--- src/rtl/haze_acq_ctrl.sv ---
// haze_acq_ctrl: sequences a settle/acquire/flush window of laser samples into haze_generate
module haze_acq_ctrl #(
  parameter int DATA_WIDTH   = 32,
  parameter int CNT_WIDTH    = 16,
  parameter int FLUSH_CYCLES = 8
) (
  input  logic                  clk_i,
  input  logic                  rst_n_i,
  input  logic                  start_i,
  input  logic                  abort_i,
  input  logic [CNT_WIDTH-1:0]  settle_len_i,
  input  logic [CNT_WIDTH-1:0]  acq_len_i,
  input  logic                  laser_vld_i,
  input  logic [DATA_WIDTH-1:0] laser_data_i,
  output logic                  haze_rst_o,
  output logic                  haze_vld_o,
  output logic [DATA_WIDTH-1:0] haze_data_o,
  output logic                  busy_o,
  output logic                  done_o,
  output logic [CNT_WIDTH-1:0]  sample_cnt_o,
  output logic                  overrun_o
);
  localparam int FW = $clog2(FLUSH_CYCLES + 1);
  typedef enum logic [2:0] {IDLE, CLEAR, SETTLE, ACQ, FLUSH, DONE} state_t;
  state_t r_state, w_state;
  logic [CNT_WIDTH-1:0] r_settle_len, r_acq_len, r_settle_cnt, r_cnt;
  logic [FW-1:0] r_flush_cnt;
  logic [DATA_WIDTH-1:0] r_haze_data;
  logic r_haze_rst, r_haze_vld, r_busy, r_done, r_overrun;
  logic w_abort, w_start, w_fwd, w_drop;
  always_comb begin
    w_abort = abort_i && r_state != IDLE;
    w_start = start_i && r_state == IDLE && acq_len_i != '0;
    w_fwd   = !w_abort && r_state == ACQ && laser_vld_i;
    w_drop  = !w_abort && r_state == SETTLE && laser_vld_i;
    w_state = r_state;
    if (w_abort)
      w_state = IDLE;
    else
      case (r_state)
        IDLE:    w_state = w_start ? CLEAR : IDLE;
        CLEAR:   w_state = r_settle_len == '0 ? ACQ : SETTLE;
        SETTLE:  w_state = (w_drop && r_settle_cnt + CNT_WIDTH'(1) == r_settle_len) ? ACQ : SETTLE;
        ACQ:     w_state = (w_fwd && r_cnt + CNT_WIDTH'(1) == r_acq_len) ? FLUSH : ACQ;
        // FLUSH is entered on the edge of the last forwarded sample, so it spans FLUSH_CYCLES+1 cycles
        FLUSH:   w_state = r_flush_cnt == FW'(FLUSH_CYCLES) ? DONE : FLUSH;
        DONE:    w_state = IDLE;
        default: w_state = IDLE;
      endcase
  end
  always_ff @(posedge clk_i) begin
    if (!rst_n_i) begin
      r_state      <= IDLE;
      r_settle_len <= '0;
      r_acq_len    <= '0;
      r_settle_cnt <= '0;
      r_cnt        <= '0;
      r_flush_cnt  <= '0;
      r_haze_data  <= '0;
      r_haze_rst   <= 1'b1;
      r_haze_vld   <= 1'b0;
      r_busy       <= 1'b0;
      r_done       <= 1'b0;
      r_overrun    <= 1'b0;
    end else begin
      r_state     <= w_state;
      r_haze_rst  <= w_state == CLEAR;
      r_busy      <= w_state != IDLE;
      r_done      <= w_state == DONE;
      r_haze_vld  <= w_fwd;
      r_flush_cnt <= r_state == FLUSH ? r_flush_cnt + FW'(1) : '0;
      if (w_fwd) begin
        r_haze_data <= laser_data_i;
        r_cnt       <= r_cnt + CNT_WIDTH'(1);
      end
      if (w_drop)
        r_settle_cnt <= r_settle_cnt + CNT_WIDTH'(1);
      if (w_start) begin
        r_settle_len <= settle_len_i;
        r_acq_len    <= acq_len_i;
        r_settle_cnt <= '0;
        r_cnt        <= '0;
        r_overrun    <= 1'b0;
      end else if (start_i && r_state != IDLE && !w_abort)
        r_overrun <= 1'b1;
    end
  end
  assign haze_rst_o   = r_haze_rst;
  assign haze_vld_o   = r_haze_vld;
  assign haze_data_o  = r_haze_data;
  assign busy_o       = r_busy;
  assign done_o       = r_done;
  assign sample_cnt_o = r_cnt;
  assign overrun_o    = r_overrun;
endmodule

--- config.mk ---
export PLATFORM = sky130hd
export DESIGN_NAME = haze_acq_ctrl
export DESIGN_NICKNAME = d
export VERILOG_FILES = /design/src/rtl/haze_acq_ctrl.sv
export SDC_FILE = /design/constraint.sdc
export NUM_CORES = 1
export LEC_CHECK = 0
export ABC_AREA = 1
export CAP_MARGIN = 20
export CORE_MARGIN = 1
export CORE_UTILIZATION = 55
export DETAILED_ROUTE_END_ITERATION = 6
export GPL_TIMING_DRIVEN = 0
export PLACE_DENSITY = 0.95
export SYNTH_ARGS = -nofsm -noshare
export SYNTH_HDL_FRONTEND = slang
export SYNTH_SLANG_ARGS = --single-unit
export TNS_END_PERCENT = 20
--- constraint.sdc ---
create_clock -name clk_i -period 3.95 [get_ports clk_i]
set_clock_uncertainty 0.15 [all_clocks]
set_input_delay 0.5925 -clock clk_i [delete_from_list [all_inputs] [get_ports clk_i]]
set_output_delay 0.5925 -clock clk_i [all_outputs]
set_load 0.02 [all_outputs]
==> flow_summary.ini, run 1 <==
[global_route]
grt_start_max_net_pins = 20
antenna_found_initial = 0
grtUsageTotal_pct = 31.6
grt_pass1_vias = 5622
grt_overflow = 0
grt_pass1_wl_um = 25400

[logic_synthesis]
syn_inst = 816
synth.yosys.seq_area_share_pct = 39.6
synth_ff_type = dfxtp_1
syn_area_um2 = 5470
synth_cell_type_count = 34
synth_nets = 889
synth.avg_cell_area_um2 = 6.70
ys_warn_count = 0
ys_ff_latch = 108
ys_async_sr_fraction_pct = 0
synth_edf_count = 0

[layout]
fin_area_um2 = 7030
final_cell_mix = nand2_1, nor2_1, clkdlybuf4s50_1
diodes = 0
drive_gt1_share_pct = 5.77
syn_to_final_growth_pct = 28.7
layout_commonest_cell = nand2_1
fillCellCount = 732
finalNetCount = 1021

[worst_setup_path]
critPathArrivalTime_ns = 2.87
end_kind = flop
reg2reg_slack_ns = 1.57
critPathRequiredTime_ns = 4.11
crit_start = acq_len_i[7]
endpoint = r_settle_cnt[15]
startpoint_type = input port
critPathKind = in -> reg
timing.rr.start = sample_cnt_o[0]
r2r_cells = 14
crit_path_max_fanout = 10
rr_endpoint = busy_o

[hold_path]
hp-class = reg -> reg
min_from = r_acq_len[4]
hold_depth = 2

[timing]
hold_violations = 0
setup_ws_ns = 1.24
slew_headroom_pct = 60.6
worst_pin_slew_ns = 0.591
setup_viol = 0
setup_tns_ns = 0
period_minus_slack_ns = 2.71
slew_violations = 0
rsz0062_at_grt = no
timing.final.crit_share_pct = 68.6
max_freq_mhz = 369

[cts]
h-tree-depth = 3
path_clk_slew_ns = 0.11
cts_buffers = 9
insertion_delay_ns = 0.39
ctsHoldBuffers = 0
cts_resized = 0
post-cts-setup-buffers = 0
cts_root_buf = clkbuf_8
numClockSinks = 108
ctsLongestPathBuffers = 2
cts_tree = yes

[detailed_routing]
drt_iter0_markers = 359
viasPerCell = 5.41
wl_met1_um = 6430
highest_layer = met4
num_vias = 5872
wl_met2_um = 7310
drt_first_pass_iters = 5
drc = 0
ant_nets = 0
routed_wl_um = 15600
wire_per_inst_um = 14.3
wl_met3_um = 1440

[floorplanning]
start_util_pct = 56.4
die_h_um = 102
design.die.area_um2 = 10300
coreArea_um2 = 9680
rows = 36
die_width_um = 102
ios = 122

[pwr]
power_density_nw_per_um2 = 315
p_leak_nw = 2.84
p_total_mw = 2.22
vdd_drop_max_mv = 0.308

[run]
max_cap_viol_count = 0

[place]
pre_cts_slack_ns = 0.981
hpwl_um = 11600
portBuffers = 121
gp_congestion = 0.982
post_dp_cell_area_um2 = 6840

[status]
status = completed
[flip-flops by register name, indices dropped and copies added (netlist names)]
signal and cells:
haze_rst_o 1, r_acq_len 16, haze_data_o 32, done_o 1, overrun_o 1, r_settle_len 16, r_state 3, sample_cnt_o 16
busy_o 1, r_settle_cnt 16, haze_vld_o 1, r_flush_cnt 4
[logic make-up after synthesis]
family	after synthesis	synth area share, %
AO/OA/AOI/OAI	136	12.8
XOR/XNOR	15	3.46
adder cells (fa/ha/maj)	4	0.916
buffers and inverters	106	7.42
flip-flops	108	39.6
AND/OR/NAND/NOR	447	35.9
[cells in the mapped netlist, types with 2 or more instances]
library cell  instances  area, µm²
nor4_1                5       31.3
nor2_2                8       50.1
nor2_4                7       78.8
o21ai_0              78        390
o21bai_1              3       22.5
nand3_1              59        295
clkbuf_1             20       75.1
inv_1                74        278
a21oi_1              49        245
ha_1                  4       50.1
xnor3_1               2       45.0
nand4_1              17        106
nand3b_1              7       52.6
xor2_1                6       52.6
dfxtp_1             108       2160
nand2_1             172        646
nor2_1              155        582
nand2_2              11       68.8
buf_1                 2       7.51
buf_2                 5       25.0
a211oi_1              3       22.5
xor3_1                2       47.6
xnor2_1               5       43.8
inv_2                 4       15.0
[power breakdown]
group	total, mW	internal (mW)	switching [mW]
logic	0.365	0.165	0.200
registers	1.18	1.14	0.0387
clock network	0.675	0.259	0.415
total	2.22	1.56	0.654
[layout make-up]
class                      count  area (µm²)  share of cell area [%]
sequential                   108        2160                    30.7
buffer                        28         113                    1.60
multi-input combinational    602        2900                    41.2
clock buffer                  10         138                    1.96
inverter                      78         293                    4.16
tap                          133         166                    2.37
clock inverter                 6        52.6                   0.747
timing repair buffer         121        1210                    17.2
[metal layers]
layer | vias to the layer above | GRT usage, %
met5 | - | 0
met2 | 264 | 54.0
met3 | 38 | 8.56
met1 | 2678 | 37.6
met4 | 0 | 12.3
li1 | 2892 | -
[worst min path at each step]
stage                           endpoint
after global routing        r_acq_len[4]
after floorplan           r_flush_cnt[0]
after global placement    r_flush_cnt[0]
after CTS                   r_acq_len[4]
after detailed placement    r_acq_len[4]
final                       r_acq_len[4]
[metrics by stage]
stage / util (%) / cells / hold slack (ns)
floorplan: - / 816 / 0.280
global placement: 70.7 / 1070 / 0.301
detailed placement: 70.7 / 1070 / 0.312
CTS: 72.6 / 1086 / 0.327
global route: 72.6 / 1086 / 0.359
finish: 72.6 / 1086 / 0.330
[critical path: stages]
cell	delay, ns
clkdlybuf4s50_1	0.47
nor2_1	0.12
nand4_1	0.18
nand3b_1	0.22
nand2_1	0.18
inv_1	0.16
nor2_1	0.31
clkbuf_2	0.30
o21ai_0	0.15
a21oi_1	0.19
No activity file was read; power rests on OpenSTA's default activity.
==> run 2, diff against run 1 <==
Settings changed: CORE_UTILIZATION 55 to 46, PLACE_DENSITY 0.95 to 0.86.
Clock period 3.95 ns to 2.45 ns, I/O delays scaled along.
==> run 2 against run 1 <==
  * Largest power group unchanged
  * Cell count is 0.92% higher
  * The flow now finishes with violations (design-rule violations)
  * Core utilization decreased by 10 points
  * Routed wire length shrank 1.1%
  * Non-clock buffer count unchanged
==> flow_summary.ini, run 2 (same netlist as run 1, synthesis figures left out) <==
[status]
status = complete, but fails checks
violations = design-rule violations

[layout]
drive_gt1_share_pct = 6.30
diodes = 0
syn_to_final_growth_pct = 31.0
utilization_pct = 62.2
finalNetCount = 1021
layoutNonFillerInstCount = 1096
final_cell_mix = nand2_1, nor2_1, clkdlybuf4s50_1
layout_commonest_cell = nand2_1
largest_register_ffs = 32

[worst_setup_path]
startpoint_type = input port
crit_chain = clkdlybuf4s50_1, nor2_1, nand4_1, nand3b_1, nand2_1, inv_1, nor2_2, inv_1, buf_2, a211oi_1
cp_top_family = buffers and inverters
end_kind = flop
critPathRequiredTime_ns = 2.57
critPathMaxStageDelay_ns = 0.46
worst-path-buf-inv = 4
cp_common_cell = inv_1
cp_slowest_cell = clkdlybuf4s50_1
critPathKind = in -> reg
crit_path_max_fanout = 10
critPathArrivalTime_ns = 2.40

[timing]
slew_violations = 0
period_minus_slack_ns = 2.28
max_freq_mhz = 438
setup_ws_ns = 0.166
slew_headroom_pct = 58.4
rsz0062_at_grt = no
hold_violations = 0
worst_pin_slew_ns = 0.622
setup_viol = 0
timing.final.crit_share_pct = 93.2

[detailed_routing]
viasPerCell = 5.24
drt_iter0_markers = 392
drc = 10
drt_first_pass_iters = 7
num_vias = 5743
routed_wl_um = 15400
ant_nets = 0
wire_per_inst_um = 14.1

[cts]
ctsHoldBuffers = 0
insertion_delay_ns = 0.35
ctsLongestPathBuffers = 2
numClockSinks = 108
path_clk_slew_ns = 0.08
cts_tree = yes
h-tree-depth = 3
cts_buffers = 9
cts_root_buf = clkbuf_16

[global_route]
grt_start_max_net_pins = 20
grtUsageTotal_pct = 25.7
grt_pass1_wl_um = 25400
grt_overflow = 0
antenna_found_initial = 0
grt_pass1_vias = 5444

[floorplanning]
ios = 122
start_util_pct = 47.5
design.die.area_um2 = 12300
coreArea_um2 = 11500
die_width_um = 111
die_h_um = 111
rows = 39

[pwr]
power_switching_mw = 1.10
internal-power_mw = 2.84
p_leak_nw = 2.88
power_density_nw_per_um2 = 551
vdd_drop_max_mv = 0.398
p_comb_share_pct = 14.9
power.share.clock_pct = 36.9
p_seq_share_pct = 48.2
sw_frac_of_total_pct = 27.9

[place]
pre_cts_slack_ns = -0.231
placed_cells = 1080
portBuffers = 121
hpwl_um = 11800
gp_congestion = 0.878

[hold_path]
hp-class = reg -> reg

[run]
max_cap_viol_count = 0
## run 2: cell types whose count changed in the layout (fill, tap and decap cells not counted)
cell	before	now
clkbuf_16	0	9
clkbuf_8	10	1
clkinv_8	0	1
dfxtp_1	108	106
dfxtp_2	0	2
ha_1	4	3
ha_2	0	1
inv_8	2	1
nor2_1	155	153
nor2_2	8	10
## run 2: layer usage
layer	vias to the layer above	GRT usage, %	routed length (µm)
met5	-	0	0
met4	0	8.95	271
met3	21	7.44	1430
met2	215	42.7	7080
met1	2603	31.8	6640
li1	2904	-	-
## run 2: power groups by stage
stage / Combinational [mW] / Clock [mW] / Sequential [mW]
6_report: 0.588 / 1.46 / 1.90
5_1_grt: 0.654 / 1.54 / 1.91
4_1_cts: 0.582 / 1.47 / 1.90
3_5_place_dp: 0.578 / 0 / 1.94
3_3_place_gp: 0.570 / 0 / 1.94
2_1_floorplan: 0.316 / 0 / 1.94
## run 2: final cells by class
type                            count  area, µm²
Multi-Input combinational cell    602       2910
Clock buffer                       10        239
Sequential cell                   108       2160
Buffer                             28        113
Fill cell                        1002       4350
Inverter                           78        293
Clock inverter                      6       57.6
Tap cell                          143        179
Timing Repair Buffer              121       1210
## run 2: path summary, 6_finish.rpt
check,cells past startpoint,slack (ns),endpoint,startpoint
worst max-delay path,10,0.17,sample_cnt_o[14],acq_len_i[7]
worst max register to register,14,0.22,busy_o,sample_cnt_o[0]
worst min register to register,2,0.33,r_flush_cnt[3],r_flush_cnt[3]
worst min-delay path,2,0.33,r_flush_cnt[3],r_flush_cnt[3]
## run 2: per-stage QoR
step / hold WS (ns) / TNS, ns / total power [mW] / cell area, µm²
after floorplan: 0.280 / 0 / 2.26 / 5470
after global routing: 0.348 / 0 / 4.10 / 7160
after global placement: 0.300 / -3.63 / 2.51 / 6860
after CTS: 0.332 / 0 / 3.95 / 7150
final: 0.330 / 0 / 3.94 / 7160
after detailed placement: 0.322 / -4.23 / 2.52 / 6860
## run 2: repair_timing
item | CTS | global route
setup endpoints to repair | 0 | 6
buffers inserted | 0 | 0
resized for setup | 0 | 5
## run 2: worst register-to-register path, cell delays in order (launching register included)
cell	delay, ns
dfxtp_2	0.39
ha_2	0.23
nand3_2	0.12
nor2_2	0.23
nand2_1	0.11
nand3b_1	0.09
nand2_1	0.05
nor2_1	0.10
nand3_1	0.07
nor2_1	0.18
nand2_2	0.11
nand2_2	0.08
nand2_1	0.05
nand2_1	0.07
nand3_1	0.07
